--- src/rtl/gb80_pkg.sv ---
// gb80_pkg: shared decode types and LR35902 opcode classification helpers.
package gb80_pkg;

    typedef enum logic [1:0] {S_OPC, S_CB, S_IMM_LO, S_IMM_HI} state_t;

    localparam int PC_W = 16;
    localparam logic [7:0] CB_PREFIX = 8'hCB;

    typedef struct packed {
        logic [7:0]      opcode;
        logic            cb;
        logic [15:0]     imm;
        logic [1:0]      len;
        logic [PC_W-1:0] pc;
        logic            illegal;
    } op_rec_t;

    function automatic logic [1:0] imm_len(input logic [7:0] op);
        return op inside {8'h06, 8'h0E, 8'h16, 8'h1E, 8'h26, 8'h2E, 8'h36, 8'h3E,
                          8'h10, 8'h18, 8'h20, 8'h28, 8'h30, 8'h38,
                          8'hC6, 8'hCE, 8'hD6, 8'hDE, 8'hE6, 8'hEE, 8'hF6, 8'hFE,
                          8'hE0, 8'hF0, 8'hE8, 8'hF8} ? 2'd1 :
               op inside {8'h01, 8'h11, 8'h21, 8'h31, 8'h08,
                          8'hC2, 8'hC3, 8'hCA, 8'hD2, 8'hDA,
                          8'hC4, 8'hCC, 8'hCD, 8'hD4, 8'hDC,
                          8'hEA, 8'hFA} ? 2'd2 : 2'd0;
    endfunction

    function automatic logic is_illegal(input logic [7:0] op);
        return op inside {8'hD3, 8'hDB, 8'hDD, 8'hE3, 8'hE4, 8'hEB,
                          8'hEC, 8'hED, 8'hF4, 8'hFC, 8'hFD};
    endfunction

endpackage

--- src/rtl/gb80_opq.sv ---
// gb80_opq: show-ahead FIFO of decoded-op records with occupancy count and sync clear.
module gb80_opq import gb80_pkg::*; #(
    parameter int DEPTH = 2
) (
    input  logic                   clk,
    input  logic                   rst_n,
    input  logic                   clr,
    input  logic                   push,
    input  logic                   pop,
    input  op_rec_t                din,
    output op_rec_t                dout,
    output logic [$clog2(DEPTH):0] count
);

    localparam int AW = $clog2(DEPTH);

    op_rec_t        mem [DEPTH];
    logic [AW-1:0]  wr_ptr;
    logic [AW-1:0]  rd_ptr;
    logic           do_pop;

    assign do_pop = pop & (count != '0);
    // Zero the head when empty so the record outputs read as 0 after reset and flush.
    assign dout   = (count != '0) ? mem[rd_ptr] : '0;

    always_ff @(posedge clk)
        if (push && !clr) mem[wr_ptr] <= din;

    always_ff @(posedge clk or negedge rst_n)
        if (!rst_n) begin
            wr_ptr <= '0;
            rd_ptr <= '0;
            count  <= '0;
        end else if (clr) begin
            wr_ptr <= '0;
            rd_ptr <= '0;
            count  <= '0;
        end else begin
            if (push) wr_ptr <= wr_ptr + 1'b1;
            if (do_pop) rd_ptr <= rd_ptr + 1'b1;
            count <= count + {{AW{1'b0}}, push} - {{AW{1'b0}}, do_pop};
        end

endmodule

--- src/rtl/gb80_decode_seq.sv ---
// gb80_decode_seq: assembles 1-3 byte LR35902 instructions from the fetch byte stream
// into PC-tagged records and queues them for the execute control unit.
module gb80_decode_seq import gb80_pkg::*; #(
    parameter int ADDR_W    = 16,
    parameter int OPQ_DEPTH = 2,
    parameter bit ENABLE_CB = 1
) (
    input  logic              clk,
    input  logic              rst_n,
    input  logic              flush,
    input  logic [ADDR_W-1:0] flush_pc,
    input  logic              byte_valid,
    input  logic [7:0]        byte_data,
    output logic              byte_ready,
    output logic              op_valid,
    input  logic              op_ready,
    output logic [7:0]        op_opcode,
    output logic              op_cb,
    output logic [15:0]       op_imm,
    output logic [1:0]        op_len,
    output logic [ADDR_W-1:0] op_pc,
    output logic              op_illegal,
    output logic              busy
);

    localparam int CW = $clog2(OPQ_DEPTH) + 1;

    state_t            state;
    logic [ADDR_W-1:0] pc;
    logic [ADDR_W-1:0] start_pc;
    logic [7:0]        opc;
    logic [7:0]        imm_lo;
    logic [CW-1:0]     count;
    logic [CW-1:0]     next_count;
    logic              accept;
    logic              is_pfx;
    logic [1:0]        imm_n;
    logic [1:0]        opc_n;
    logic              push;
    logic              pop;
    op_rec_t           rec;
    op_rec_t           head;

    assign accept = byte_valid & byte_ready & ~flush;
    assign is_pfx = ENABLE_CB && byte_data == CB_PREFIX;
    assign imm_n  = imm_len(byte_data);
    assign opc_n  = imm_len(opc);
    assign pop    = op_ready & op_valid;

    // A record is pushed on the byte that completes an instruction.
    assign push = accept & (state == S_OPC    ? (!is_pfx && imm_n == 2'd0) :
                            state == S_IMM_LO ? (opc_n == 2'd1) : 1'b1);

    assign rec = '{
        opcode:  (state == S_OPC || state == S_CB) ? byte_data : opc,
        cb:      state == S_CB,
        imm:     state == S_IMM_LO ? {8'h00, byte_data} :
                 state == S_IMM_HI ? {byte_data, imm_lo} : 16'h0000,
        len:     state == S_OPC ? 2'd1 : state == S_IMM_HI ? 2'd3 : 2'd2,
        pc:      PC_W'(state == S_OPC ? pc : start_pc),
        illegal: state == S_OPC && (is_illegal(byte_data) || (!ENABLE_CB && byte_data == CB_PREFIX))
    };

    assign next_count = count + CW'(push) - CW'(pop);

    always_ff @(posedge clk or negedge rst_n)
        if (!rst_n) begin
            state      <= S_OPC;
            pc         <= '0;
            start_pc   <= '0;
            opc        <= '0;
            imm_lo     <= '0;
            byte_ready <= 1'b0;
        end else begin
            byte_ready <= !flush && next_count < CW'(OPQ_DEPTH);
            if (flush) begin
                state <= S_OPC;
                pc    <= flush_pc;
            end else if (accept) begin
                pc <= pc + 1'b1;
                case (state)
                    S_OPC: begin
                        opc      <= byte_data;
                        start_pc <= pc;
                        state    <= is_pfx ? S_CB : (imm_n != 2'd0 ? S_IMM_LO : S_OPC);
                    end
                    S_IMM_LO: begin
                        imm_lo <= byte_data;
                        state  <= opc_n == 2'd1 ? S_OPC : S_IMM_HI;
                    end
                    default: state <= S_OPC;
                endcase
            end
        end

    gb80_opq #(.DEPTH(OPQ_DEPTH)) u_opq (
        .clk   (clk),
        .rst_n (rst_n),
        .clr   (flush),
        .push  (push),
        .pop   (pop),
        .din   (rec),
        .dout  (head),
        .count (count)
    );

    assign op_valid   = count != '0;
    assign op_opcode  = head.opcode;
    assign op_cb      = head.cb;
    assign op_imm     = head.imm;
    assign op_len     = head.len;
    assign op_pc      = head.pc[ADDR_W-1:0];
    assign op_illegal = head.illegal;
    assign busy       = state != S_OPC || op_valid;

endmodule

--- config.mk ---
export PLATFORM = sky130hd
export DESIGN_NAME = gb80_decode_seq
export DESIGN_NICKNAME = d
export VERILOG_FILES = /design/src/rtl/gb80_pkg.sv /design/src/rtl/gb80_opq.sv /design/src/rtl/gb80_decode_seq.sv
export SDC_FILE = /design/constraint.sdc
export NUM_CORES = 1
export LEC_CHECK = 0
export BUFFER_PORTS_ARGS = -buffer_cell sky130_fd_sc_hd__buf_2
export CAP_MARGIN = 5
export CORE_MARGIN = 3
export CORE_UTILIZATION = 45
export CTS_CLUSTER_SIZE = 14
export DETAILED_ROUTE_END_ITERATION = 8
export SLEW_MARGIN = 20
export SYNTH_ARGS = -nofsm -noshare
export SYNTH_HDL_FRONTEND = slang
export SYNTH_SLANG_ARGS = --single-unit
--- constraint.sdc ---
create_clock -name clk -period 4.2 [get_ports clk]
set_input_delay 0.42 -clock clk [delete_from_list [all_inputs] [get_ports clk]]
set_output_delay 0.42 -clock clk [all_outputs]
set_load 0.05 [all_outputs]
==> flow_summary.toml <==
[setup_path]
worstPathRequired_ns = 4.30
cp-end-kind = "flip-flop"
r2r_cells = 7
critPathMaxStageDelay_ns = 0.57
r2r_slack_ns = 1.15
rr_endpoint = "u_opq.mem[1][18]$_DFFE_PP_"
cp_common_cell = "buf_4"
crit_chain = "inv_1 > ha_1 > buf_4 > o311ai_1 > a221oi_4 > and2_2 > buf_4"
arrival_ns = 3.15
worst-path-max-fanout = 19
worst-setup-path-type = "flip-flop to flip-flop"
crit_path_start_kind = "flip-flop"
cpMaxStageDelayCell = "and2_2"
r2r-start = "state[1]$_DFFE_PN0P_"

[detailed_routing]
vias_per_cell = 5.107
antenna_left = 0
drtIter0Drc = 169
post-route-drc-count = 0
drt_pass1_iterations = 4
via_count = 3815
routed_wl_mm = 12.67
drt-wirelength-per-cell_um = 16.96

[cts]
cts.sinks = 143
cts.htree.levels = 4
post_cts_resized = 0
clockRootBuffer = "clkbuf_16"
clock_path_buffers = 2
cts_tree = "done"
path_clk_slew_ns = 0.06
clkLatencyLatePin_ns = 0.41
numCtsBuffers = 17

[synthesis]
ys.flop_type = "edfxtp_1"
ys_ff_latch = 143
netlist_instances = 476
ys_seq_area_share_pct = 62.38
synth_edf_count = 88
async_flop_share_pct = 38.46
synth_nets = 512
syn_area_mm2 = 0.006442
yosys_warnings = 0
syn_avg_cell_area_um2 = 13.53
ys_types = 46

[sta]
min_period_ns = 3.049
hold_viol = 0
finalMaxSlewViolations = 0
setup_tns_ns = 0
fin_crit_sh_pct = 72.59
skew_ns = 0.007122
finalWorstSetupSlack_ns = 1.151
final-setup-viol-count = 0
clock.fmax_ghz = 0.3280
tightest_slew_ns = 0.9293
rsz0062_at_grt = "false"
max_slew_margin_pct = 37.92

[placement]
place_ws_ns = 1.097
portBuffers = 75
place.gp.congestion = 0.7554
dpl.hpwl_mm = 8.678

[grt]
grt_usage_pct = 16.88
antenna_found_initial = 0
grt_pass1_wl_mm = 20.82
grt-ovfl-total = 0
grt_pass1_vias = 4005
grt_max_degree = 45

[floorplanning]
pin_count = 76
core_mm2 = 0.01393
die_y_um = 125.7
fp-row-count = 43
dieArea_mm2 = 0.01579
die_w_um = 125.7
initial_utilization_pct = 46.23

[power]
p_per_area_mw_per_mm2 = 676.5
peakVddDrop_v = 0.0004992
p_leak_nw = 2.969

[worst_hold_path]
hp-class = "input pin to flip-flop"
holdPathStages = 3
min_to = "pc[5]$_DFFE_PN0P_"
min-delay-start = "flush_pc[5]"

[final_layout]
diodes = 0
drive_gt1_share_pct = 31.22
area_growth_pct = 16.99
num-fill-cells = 1176
fin_nets = 590

[outcome]
outcome = "finished, final reports clean"

[flow_run]
maxCapViolCount = 0
==> per-layer routing <==
| layer | GRT usage (%) | wire length (um) | up-vias |
|---|---|---|---|
| li1 | - | - | 1872 |
| met1 | 22.67 | 6071 | 1867 |
| met2 | 26.68 | 5991 | 61 |
| met3 | 4.368 | 395 | 15 |
| met4 | 6.250 | 210 | 0 |
| met5 | 0 | 0 | - |
==> synthesized netlist by cell type (2+ instances only) <==
cell	count	area (um2)
a21oi_1	4	20.02
a22o_1	7	61.31
a311oi_1	2	17.52
and2_1	11	68.82
and3_1	2	12.51
and4_1	2	17.52
buf_2	9	45.04
buf_4	2	15.01
clkbuf_1	14	52.55
dfrtp_1	55	1376
edfxtp_1	88	2643
ha_1	7	87.58
inv_1	8	30.03
mux2_1	3	33.78
mux2_2	53	596.8
mux2i_1	46	460.4
nand2_1	26	97.59
nand2b_1	4	25.02
nand3_1	5	25.02
nand4_1	5	31.28
nor2_1	58	217.7
nor2b_1	3	18.77
nor3_1	5	25.02
o21ai_0	13	65.06
o21ai_1	5	25.02
xnor2_1	12	105.1
xor2_1	8	70.07
==> what timing repair did <==
action                                  4_1_cts  5_1_grt
endpoints found under the hold margin        11        0
buffers inserted                              0        0
endpoints found under the setup margin        0        0
hold buffers                                  1        0
==> worst max-delay path: cells and delay by family (launching register included) <==
kind	cells	cell delay (ns)
adders and majority gates	1	0.53
DFF	1	0.41
AOI/OAI and AO/OA	2	0.45
and+or+nand+nor	1	0.57
buffers and inverters	3	0.76
==> where the power goes <==
part	internal [mW]	switching, mW	leakage [nW]
combinational	0.591	1.18	1.22
clock	0.822	0.516	0.262
sequential	1.81	0.181	1.49
total	3.22	1.88	2.97
==> flip-flops by register name, indices dropped and copies added (netlist names), 2 cells and up <==
signal,count
u_opq.mem,88
pc,16
start_pc,16
imm_lo,8
opc,8
state,2
u_opq.count,2
==> through the flow <==
step	hold slack (ns)	cells	area, um2	total power, mW	util [%]
global route	0.2158	747	7537	5.385	54.09
finish	0.2154	747	7537	5.099	54.09
floorplan	0.1244	476	6442	3.371	-
global placement	0.3102	714	6998	3.766	50.22
CTS	0.2003	747	7537	5.159	54.09
detailed placement	0.3222	714	6998	3.809	50.22
==> cell type report <==
| cell class | count | area (um2) | share of cell area (%) |
|---|---|---|---|
| multi-input cells | 299 | 2280 | 30.25 |
| flip-flops and latches | 143 | 4020 | 53.34 |
| clock buffers | 24 | 461.7 | 6.125 |
| clock inverters | 8 | 67.56 | 0.8964 |
| well taps | 180 | 225.2 | 2.988 |
| repair buffers | 85 | 452.9 | 6.009 |
| inverters | 8 | 30.03 | 0.3984 |
==> cells by family after synthesis <==
family	after synthesis	share of synthesized area [%]
flops	143	62.38
xor+xnor	20	2.719
mux	102	16.94
buf+inv	34	2.389
simple gates	132	9.827
fa+ha+maj	7	1.359
compound gates	38	4.389
==> worst max path at each step <==
stage                          from                    endpoint  slack [ns]
2_1_floorplan  byte_ready$_DFF_PN0_   u_opq.mem[1][0]$_DFFE_PP_        1.01
3_3_place_gp   state[0]$_DFFE_PN0P_  u_opq.mem[1][31]$_DFFE_PP_        1.24
3_5_place_dp   state[0]$_DFFE_PN0P_  u_opq.mem[1][26]$_DFFE_PP_        1.10
4_1_cts        state[0]$_DFFE_PN0P_  u_opq.mem[1][28]$_DFFE_PP_        1.11
5_1_grt        state[0]$_DFFE_PN0P_    u_opq.count[1]$_DFF_PN0_        0.93
6_report       state[1]$_DFFE_PN0P_  u_opq.mem[1][18]$_DFFE_PP_        1.15
==> layout by cell type, fill, tap and decap left out, types with 7 or more instances in the layout <==
cell type / n
a22o_1: 7
and2_1: 10
buf_2: 75
buf_4: 9
clkbuf_16: 17
dfrtp_1: 54
edfxtp_1: 88
ha_1: 7
inv_1: 8
mux2_2: 53
mux2i_1: 46
nand2_1: 26
nor2_1: 57
o21ai_0: 13
xnor2_1: 12
xor2_1: 8
(Power assumes the default switching activity.)
